<file path="config.mk">
export PLATFORM = sky130hd
export DESIGN_NAME = sd_block_responder_flat
export DESIGN_NICKNAME = d
export VERILOG_FILES = /design/src/rtl/sd_resp_pkg.sv /design/src/rtl/sd_block_responder_if.sv /design/src/rtl/sd_block_responder.sv /design/src/flat_wrapper.sv
export SDC_FILE = /design/constraint.sdc
export NUM_CORES = 1
export LEC_CHECK = 0
export BUFFER_PORTS_ARGS = -buffer_cell sky130_fd_sc_hd__buf_2
export CORE_MARGIN = 4
export CORE_UTILIZATION = 46
export DETAILED_ROUTE_END_ITERATION = 8
export GPL_TIMING_DRIVEN = 1
export PLACE_DENSITY = 0.95
export REMOVE_ABC_BUFFERS = 1
export SLEW_MARGIN = 10
export SYNTH_ARGS = -nofsm -noshare
export SYNTH_HDL_FRONTEND = slang
export SYNTH_SLANG_ARGS = --single-unit
</file>
<file path="constraint.sdc">
create_clock -name clk_sys -period 3.9 [get_ports clk_sys]
set_clock_uncertainty 0.05 [all_clocks]
set_input_delay 0 -clock clk_sys [delete_from_list [all_inputs] [get_ports clk_sys]]
set_output_delay 0 -clock clk_sys [all_outputs]
set_load 0.02 [all_outputs]
</file>
<file path="src/rtl/sd_resp_pkg.sv">
// Shared types and helpers for the FPGA-side sector responder.
// Write-path states exist only when SD_RESP_WRITE_EN is defined.
package sd_resp_pkg;

   localparam int         SECTOR_BYTES = 512;
   localparam logic [8:0] LAST_INDEX   = 9'(SECTOR_BYTES - 1);

   typedef enum logic [3:0] {
      IDLE,
      ACK,
      RD_REQ,
      RD_PUT,
`ifdef SD_RESP_WRITE_EN
      WR_FETCH,
      WR_LATCH,
      WR_REQ,
`endif
      FINISH,
      REARM
   } sd_state_t;

   // A sector is servable when it lies inside the image and fits the store.
   function automatic logic in_range(input logic [31:0] lba,
                                     input logic [31:0] img_size,
                                     input int          lba_bits);
      return (lba < (img_size >> 9)) && ((lba >> lba_bits) == 32'd0);
   endfunction

endpackage

</file>
<file path="src/rtl/sd_block_responder_if.sv">
// Sector handshake plus byte-wide memory port of the block responder.
// Build option SD_RESP_WRITE_EN enables the write direction in the responder.
interface sd_block_responder_if #(
   parameter int LBA_BITS = 16,
   parameter int MEM_AW   = LBA_BITS + 9
);
   logic [31:0]       sd_lba;
   logic              sd_rd;
   logic              sd_wr;
   logic              sd_ack;
   logic [8:0]        sd_buff_addr;
   logic [7:0]        sd_buff_dout;
   logic              sd_buff_wr;
   logic [7:0]        sd_buff_din;
   logic [31:0]       img_size;
   logic [MEM_AW-1:0] mem_addr;
   logic              mem_rd;
   logic              mem_wr;
   logic [7:0]        mem_dout;
   logic [7:0]        mem_din;
   logic              mem_ready;
   logic              oob;

   // Handshakes: sd_rd/sd_wr are levels accepted only in IDLE and must drop
   // before the next accept; mem_rd/mem_wr are held with stable mem_addr and
   // mem_dout until the cycle mem_ready is high, which completes the access.
   modport master (
      output sd_lba, sd_rd, sd_wr, sd_buff_din, img_size, mem_din, mem_ready,
      input  sd_ack, sd_buff_addr, sd_buff_dout, sd_buff_wr,
      input  mem_addr, mem_rd, mem_wr, mem_dout, oob
   );

   modport slave (
      input  sd_lba, sd_rd, sd_wr, sd_buff_din, img_size, mem_din, mem_ready,
      output sd_ack, sd_buff_addr, sd_buff_dout, sd_buff_wr,
      output mem_addr, mem_rd, mem_wr, mem_dout, oob
   );

endinterface

</file>
<file path="src/rtl/sd_block_responder.sv">
// Serves hps_io-style sector reads/writes from a local byte-wide memory.
// SD_RESP_WRITE_EN builds the write path; without it the media is read-only.
module sd_block_responder
   import sd_resp_pkg::*;
#(
   parameter int LBA_BITS = 16,
   parameter int MEM_AW   = LBA_BITS + 9
) (
   input  logic                clk_sys,
   input  logic                reset,
   sd_block_responder_if.slave bus,
   output sd_state_t           state_dbg
);

   sd_state_t           state, state_nx;
   logic [8:0]          index, index_nx;
   logic [LBA_BITS-1:0] lba_r, lba_nx;
   logic [7:0]          data_r, data_nx;
   logic                is_rd, is_rd_nx;
   logic                oob_r, oob_nx;
   logic                last_byte;

   assign last_byte = (index == LAST_INDEX);

   always_ff @(posedge clk_sys) begin
      if (reset) begin
         state  <= IDLE;
         index  <= '0;
         lba_r  <= '0;
         data_r <= '0;
         is_rd  <= 1'b0;
         oob_r  <= 1'b0;
      end else begin
         state  <= state_nx;
         index  <= index_nx;
         lba_r  <= lba_nx;
         data_r <= data_nx;
         is_rd  <= is_rd_nx;
         oob_r  <= oob_nx;
      end
   end

   always_comb begin
      state_nx = state;
      index_nx = index;
      lba_nx   = lba_r;
      data_nx  = data_r;
      is_rd_nx = is_rd;
      oob_nx   = oob_r;
      unique case (state)
         IDLE: begin
            if (bus.sd_rd || bus.sd_wr) begin
               state_nx = ACK;
               index_nx = '0;
               is_rd_nx = bus.sd_rd;
               lba_nx   = bus.sd_lba[LBA_BITS-1:0];
`ifdef SD_RESP_WRITE_EN
               oob_nx   = !in_range(bus.sd_lba, bus.img_size, LBA_BITS);
`else
               oob_nx   = !in_range(bus.sd_lba, bus.img_size, LBA_BITS) || !bus.sd_rd;
`endif
            end
         end
         ACK: begin
`ifdef SD_RESP_WRITE_EN
            state_nx = is_rd ? RD_REQ : WR_FETCH;
`else
            state_nx = is_rd ? RD_REQ : FINISH;
`endif
         end
         RD_REQ: begin
            // Out-of-range sectors read as zeros without touching memory.
            if (oob_r) begin
               data_nx  = 8'h00;
               state_nx = RD_PUT;
            end else if (bus.mem_ready) begin
               data_nx  = bus.mem_din;
               state_nx = RD_PUT;
            end
         end
         RD_PUT: begin
            if (last_byte) begin
               state_nx = FINISH;
            end else begin
               index_nx = index + 9'd1;
               state_nx = RD_REQ;
            end
         end
`ifdef SD_RESP_WRITE_EN
         WR_FETCH: state_nx = WR_LATCH;
         WR_LATCH: begin
            data_nx  = bus.sd_buff_din;
            state_nx = WR_REQ;
         end
         WR_REQ: begin
            if (oob_r || bus.mem_ready) begin
               if (last_byte) begin
                  state_nx = FINISH;
               end else begin
                  index_nx = index + 9'd1;
                  state_nx = WR_FETCH;
               end
            end
         end
`endif
         FINISH: state_nx = REARM;
         REARM: begin
            // A still-held level must not start the same sector again.
            if (!bus.sd_rd && !bus.sd_wr) state_nx = IDLE;
         end
         default: state_nx = IDLE;
      endcase
   end

   assign bus.sd_ack       = (state != IDLE) && (state != FINISH) && (state != REARM);
   assign bus.sd_buff_addr = index;
   assign bus.sd_buff_dout = data_r;
   assign bus.sd_buff_wr   = (state == RD_PUT);
   assign bus.mem_addr     = MEM_AW'({lba_r, index});
   assign bus.mem_rd       = (state == RD_REQ) && !oob_r;
   assign bus.oob          = oob_r;
   assign state_dbg        = state;

`ifdef SD_RESP_WRITE_EN
   assign bus.mem_wr   = (state == WR_REQ) && !oob_r;
   assign bus.mem_dout = data_r;
`else
   logic unused_wr_data;
   assign unused_wr_data = ^bus.sd_buff_din;
   assign bus.mem_wr     = 1'b0;
   assign bus.mem_dout   = 8'h00;
`endif

endmodule

</file>
<file path="src/flat_wrapper.sv">
// flat-port wrapper written by rule: the top's interface ports become plain ports
module sd_block_responder_flat import sd_resp_pkg::*;
#(
   parameter int LBA_BITS = 16,
   parameter int MEM_AW   = LBA_BITS + 9
)
  (clk_sys, reset, state_dbg, bus_sd_lba, bus_sd_rd, bus_sd_wr, bus_sd_buff_din, bus_img_size, bus_mem_din, bus_mem_ready, bus_sd_ack, bus_sd_buff_addr, bus_sd_buff_dout, bus_sd_buff_wr, bus_mem_addr, bus_mem_rd, bus_mem_wr, bus_mem_dout, bus_oob);
  sd_block_responder_if #(.LBA_BITS(LBA_BITS), .MEM_AW(MEM_AW)) bus_i ();
  input  logic clk_sys;
  input  logic reset;
  output sd_state_t state_dbg;
  input wire logic [$bits(bus_i.sd_lba)-1:0] bus_sd_lba;
  input wire logic [$bits(bus_i.sd_rd)-1:0] bus_sd_rd;
  input wire logic [$bits(bus_i.sd_wr)-1:0] bus_sd_wr;
  input wire logic [$bits(bus_i.sd_buff_din)-1:0] bus_sd_buff_din;
  input wire logic [$bits(bus_i.img_size)-1:0] bus_img_size;
  input wire logic [$bits(bus_i.mem_din)-1:0] bus_mem_din;
  input wire logic [$bits(bus_i.mem_ready)-1:0] bus_mem_ready;
  output wire logic [$bits(bus_i.sd_ack)-1:0] bus_sd_ack;
  output wire logic [$bits(bus_i.sd_buff_addr)-1:0] bus_sd_buff_addr;
  output wire logic [$bits(bus_i.sd_buff_dout)-1:0] bus_sd_buff_dout;
  output wire logic [$bits(bus_i.sd_buff_wr)-1:0] bus_sd_buff_wr;
  output wire logic [$bits(bus_i.mem_addr)-1:0] bus_mem_addr;
  output wire logic [$bits(bus_i.mem_rd)-1:0] bus_mem_rd;
  output wire logic [$bits(bus_i.mem_wr)-1:0] bus_mem_wr;
  output wire logic [$bits(bus_i.mem_dout)-1:0] bus_mem_dout;
  output wire logic [$bits(bus_i.oob)-1:0] bus_oob;
  assign bus_i.sd_lba = bus_sd_lba;
  assign bus_i.sd_rd = bus_sd_rd;
  assign bus_i.sd_wr = bus_sd_wr;
  assign bus_i.sd_buff_din = bus_sd_buff_din;
  assign bus_i.img_size = bus_img_size;
  assign bus_i.mem_din = bus_mem_din;
  assign bus_i.mem_ready = bus_mem_ready;
  assign bus_sd_ack = bus_i.sd_ack;
  assign bus_sd_buff_addr = bus_i.sd_buff_addr;
  assign bus_sd_buff_dout = bus_i.sd_buff_dout;
  assign bus_sd_buff_wr = bus_i.sd_buff_wr;
  assign bus_mem_addr = bus_i.mem_addr;
  assign bus_mem_rd = bus_i.mem_rd;
  assign bus_mem_wr = bus_i.mem_wr;
  assign bus_mem_dout = bus_i.mem_dout;
  assign bus_oob = bus_i.oob;
  sd_block_responder #(.LBA_BITS(LBA_BITS), .MEM_AW(MEM_AW)) u_core (.clk_sys(clk_sys), .reset(reset), .bus(bus_i), .state_dbg(state_dbg));
endmodule
</file>
# [After elaboration in Yosys (flattened, before gate mapping)]
# Cells that the tools add are included.
[classes] n_addsub=1 magnitude_cmp=1 eq_ne=12 muxes=12 n_reduce_logical=20
[op_table] cell="zero test 32 bit" n=1
[op_table] cell="< comparator 32 x 23 -> 1 bit" n=1
[op_table] cell="case mux 4 bit (6 select lines)" n=1
[op_table] cell="two-way mux 9 bit" n=2
[op_table] cell="case mux 9 bit (2 select lines)" n=1
[op_table] cell="two-way mux 4 bit" n=4
[op_table] cell="two-way mux 8 bit" n=2
[op_table] cell="adder 9 x 1 -> 9 bit (second input constant)" n=1
[op_table] cell="equality test 9 bit (second input constant)" n=1
[op_table] cell="equality test 4 x 2 -> 1 bit (second input constant)" n=2
[op_table] cell="equality test 4 x 3 -> 1 bit (second input constant)" n=2
[op_table] cell="!= test 4 x 3 -> 1 bit (second input constant)" n=2
[op_table] cell="two-way mux 3 bit" n=2
[op_table] cell="AND reduction 3 bit" n=2
[op_table] cell="logical AND 1 bit" n=5
[op_table] cell="equality test 4 x 1 -> 1 bit (second input constant)" n=1
[op_table] cell="zero test 1 bit" n=4
[op_table] cell="zero test 4 bit" n=1
[op_table] cell="!= test 2 x 1 -> 1 bit (second input constant)" n=2
[op_table] cell="AND reduction 2 bit" n=2
[op_table] cell="nonzero test 2 bit" n=2
[op_table] cell="nonzero test 4 bit" n=1
[op_table] cell="!= test 3 x 2 -> 1 bit (second input constant)" n=1
[op_table] cell="logical OR 1 bit" n=2
[op_table] cell="!= test 2 bit (second input constant)" n=1
[totals] regBits=39 input_bits=85 word_cells=52

# [Logic depth before layout (Yosys ltp)]
[depth] word_depth=4 ltp_mapped=9

# [Least setup slack after synthesis]
# Ideal clock, no wire load.
[synth_path] path_kind="reg-to-reg" from="register u_core.index[0] (netlist: u_core.bus.sd_buff_addr[0])" to="register u_core.index[5] (netlist: u_core.bus.sd_buff_addr[5])" setup_ns=0.131 t_arrival_ns=1.952 required_time_ns=3.719 setup_slack_ns=1.767 stages_incl_launch_ff=10 n_path_buf=0 period_less_slack_ns=2.133 cell_sequence="dfxtp_1 > ha_1 > nand2_1 > nor3_1 > ha_1 > and4bb_2 > a21oi_4 > nor3_1 > xnor2_1 > nor3_1"
[synth_between] elab_chain_len=3 elab_cells_between_ends=6 classes_between="1 x add/sub; 2 x eq/ne; 2 x mux; 1 x reduce/logical"
[synth_rtl] item="start: declaration" line="sd_block_responder.sv:16" source="logic [8:0] index, index_nx;"
[synth_rtl] item="start signal: assignment" line="sd_block_responder.sv:35" source="index <= index_nx;"
[synth_rtl] item="adder 9 x 1 -> 9 bit / equality test 9 bit (equally long branches)" line="sd_block_responder.sv:85, sd_block_responder.sv:23"
[synth_rtl] item="two-way mux 9 bit / != test 2 bit (equally long branches)"
[synth_rtl] item="case mux 9 bit (2 select lines) / AND reduction 3 bit (equally long branches)"
# Several ways; a longest one is shown, not always the timed one. The select of a mux whose other input is x is not followed.
# A chain may end at the register's enable or synchronous reset.

# [Worst setup path in the final report]
# Ends and elaborated chain as after synthesis.

==> impl_metrics.csv <==
group,metric,value,unit
route,dr_total_vias,2424,
yosys,syn_inst,287,
global_route,grt_pass1_vias,2522,
clocking,root_buffer,"clkbuf_8",
clocking,cts_resized,0,
job,cap_violations,0,
yosys,ys_seq_area_frac,0.330,
place,gp_congestion,0.765,
yosys,yosys-top-cells-area,"dfxtp_1 (33%), ha_1 (13%), nand2_1 (8.0%), buf_4 (6.5%), a21oi_1 (6.3%)",
global_route,gr-total-overflow,0,
yosys,synth_ff_type,"dfxtp_1",
clocking,cts_buffers,5,
clocking,clk_pin_slew,0.08,ns
setup_path,required,3.99,ns
place,port_buffers,116,
yosys,synth.most_common_cell,"nand2_1",
route,routed_wl,6.74,mm
setup_path,timing.rr.end,"u_core.bus.sd_buff_addr[5]$_SDFFE_PP0P_",
setup_path,worstPathMaxFanout,10,
setup_path,worstSetupEndpointType,"register",
yosys,netlist_area,0.00230,mm2
route,viasPerCell,5.02,
min_path,hold_class,"input pin to register",
sta,finalCriticalPeriod,2.31,ns
min_path,holdPathStages,5,
sta,hold_slack,0.0935,ns
place,hpwl,4.84,mm
global_route,track_usage,0.222,
yosys,synth_cell_types,39,
setup_path,startpoint_type,"register",
clocking,cts.sinks,38,
floorplan,fp.coreArea,0.00479,mm2
route,post_drt_wl_per_cell,14.0,um
floorplan,dieArea,0.00621,mm2
floorplan,die_width,78.8,um
pwr,power.density,358,mW/mm2
sta,fin_crit_sh,0.591,
pwr,switchingPower,0.339,mW
pwr,p_seq_frac,0.383,
clocking,postCtsSetupRepairBufs,0,
sta,max_freq,434,MHz
final_layout,syn2layout_area_growth,39.1,%
setup_path,cp.arrival,2.39,ns
sta,tightest_slew,0.930,ns
route,postRouteAntennaNets,0,
final_layout,multi_input_area,0.00129,mm2
route,first_pass_iters,4,
yosys,asyncSetResetFlopFracSynth,0,
sta,hold_violations,0,
sta,maxSlewViolCount,0,
sta,maxSlewHeadroom,0.380,
setup_path,rr_startpoint,"u_core.bus.sd_buff_addr[0]$_SDFFE_PP0P_",
global_route,grt_pass1_wl,11.2,mm
global_route,antenna_found_initial,0,
floorplan,num_rows,25,
floorplan,initial_core_util,0.482,
min_path,hold_path_end,"u_core.bus.oob$_SDFFE_PP0P_",
yosys,yosys_warnings,0,
sta,finalSetupViolations,0,
final_layout,num_antenna_cells,0,
pwr,power,1.15,mW
setup_path,reg2regPathDepth,9,
final_layout,final_nets,524,
clocking,clk_latency,0.28,ns
setup_path,critPathLaunch,"u_core.bus.sd_buff_addr[0]$_SDFFE_PP0P_",
setup_path,r2r_setup_slack,1.59,ns
yosys,synth-seq-cells,38,
clocking,cts.path.max_buffers,2,
min_path,min_from,"bus_sd_lba[24]",
clocking,h-tree-depth,2,
setup_path,critical_path_class,"register to register",
final_layout,drive_gt1_frac,0.317,
yosys,synth_top_area_cell,"dfxtp_1",
yosys,ys_top_cells_by_count,"nand2_1 (49), dfxtp_1 (38), a21oi_1 (29), ha_1 (24), inv_1 (24)",
final_layout,ff_latch_area,761,um2
pwr,p_leak,1.65,nW
sta,rsz0062_at_grt,"false",
sta,fin_setup_tns,0,ns
route,drt-initial-drc-count,86,
global_route,grt_max_degree,39,
final_layout,fill_cells,393,
floorplan,ioPinCount,144,
floorplan,die_h,78.8,um
pwr,switching_share,0.296,
yosys,synth_top_area_frac,0.330,
pwr,power_frac_comb,0.258,
clocking,cts_tree,"yes",
clocking,cts_hold_buf,26,
route,drc,0,
pwr,p_clk_frac,0.359,
pwr,ir_worst_vdd,0.000330,V
yosys,avgSynthCellArea,8.03,um2
pwr,p_int,0.807,mW
outcome,status,"complete, no violations",
yosys,synth_edf_count,0,
critical path, cell delays in order, from the launching register on:
cell      delay [ns]
dfxtp_1         0.42
ha_1            0.20
nand2_1         0.10
nor3_1          0.26
ha_1            0.24
and4bb_2        0.28
a21oi_4         0.28
nor3_1          0.11
xnor2_1         0.15
nor3_1          0.06
through the flow:
stage	utilization	setup slack [ns]	area, um2	cells
floorplan	-	1.60	2140	266
global placement	0.586	1.67	2800	449
detailed placement	0.586	1.62	2800	449
CTS	0.670	1.59	3210	483
global route	0.670	1.42	3210	483
finish	0.670	1.59	3210	483
state kept, by name, summed over array words and instances (netlist names):
register                 flops
u_core.bus.oob               1
u_core.lba_r                16
u_core.is_rd                 1
u_core.state_dbg             3
u_core.bus.sd_buff_addr      9
u_core.bus.sd_buff_dout      8
area by class of cell:
type / count / area share
multi-input cells: 204 / 0.402
repair buffers: 142 / 0.262
flip-flops and latches: 38 / 0.237
inverters: 24 / 0.0281
well taps: 67 / 0.0262
clock buffers: 6 / 0.0258
clock inverters: 2 / 0.0187
cell families after synthesis:
family,after synthesis,share of synthesized area
AND/OR/NAND/NOR,108,0.233
AO/OA/AOI/OAI,55,0.152
buffers and inverters,54,0.126
flip-flops,38,0.330
adder cells (fa/ha/maj),24,0.130
XOR/XNOR,7,0.0266
other,1,0.00163
power groups by stage:
stage | registers, mW | logic, mW | clock network [mW]
finish | 0.439 | 0.295 | 0.412
CTS | 0.439 | 0.294 | 0.423
detailed placement | 0.448 | 0.272 | 0
floorplan | 0.477 | 0.133 | 0
global route | 0.444 | 0.329 | 0.444
global placement | 0.446 | 0.263 | 0
worst max-delay path by stage:
stage | slack (ns) | endpoint
after floorplan | 1.60 | u_core.bus.sd_buff_addr[5]$_SDFFE_PP0P_
after global placement | 1.67 | u_core.bus.sd_buff_addr[5]$_SDFFE_PP0P_
after detailed placement | 1.62 | u_core.bus.sd_buff_addr[6]$_SDFFE_PP0P_
after CTS | 1.59 | u_core.bus.sd_buff_addr[3]$_SDFFE_PP0P_
after global routing | 1.42 | u_core.bus.sd_buff_addr[3]$_SDFFE_PP0P_
final | 1.59 | u_core.bus.sd_buff_addr[5]$_SDFFE_PP0P_
cells in the final DEF, fill, tap and decap left out, types with 5 or more instances in the layout:
| master | count |
|---|---|
| ha_1 | 24 |
| inv_1 | 24 |
| dfxtp_1 | 38 |
| conb_1 | 10 |
| nand3_1 | 5 |
| xnor2_1 | 7 |
| buf_2 | 116 |
| clkbuf_8 | 6 |
| nand2_1 | 49 |
| nor2_1 | 19 |
| a22oi_1 | 8 |
| a21oi_1 | 29 |
| dlygate4sd3_1 | 26 |
| nor3_1 | 12 |
per-layer routing:
metal / vias up / wire length, um / global-route usage
met2: 107 / 3560 / 0.435
met4: 0 / 146 / 0.0699
met1: 1100 / 2520 / 0.225
met5: - / 0 / 0
li1: 1198 / - / -
met3: 19 / 516 / 0.0590
Note: power is estimated with default switching activity, not from simulation.
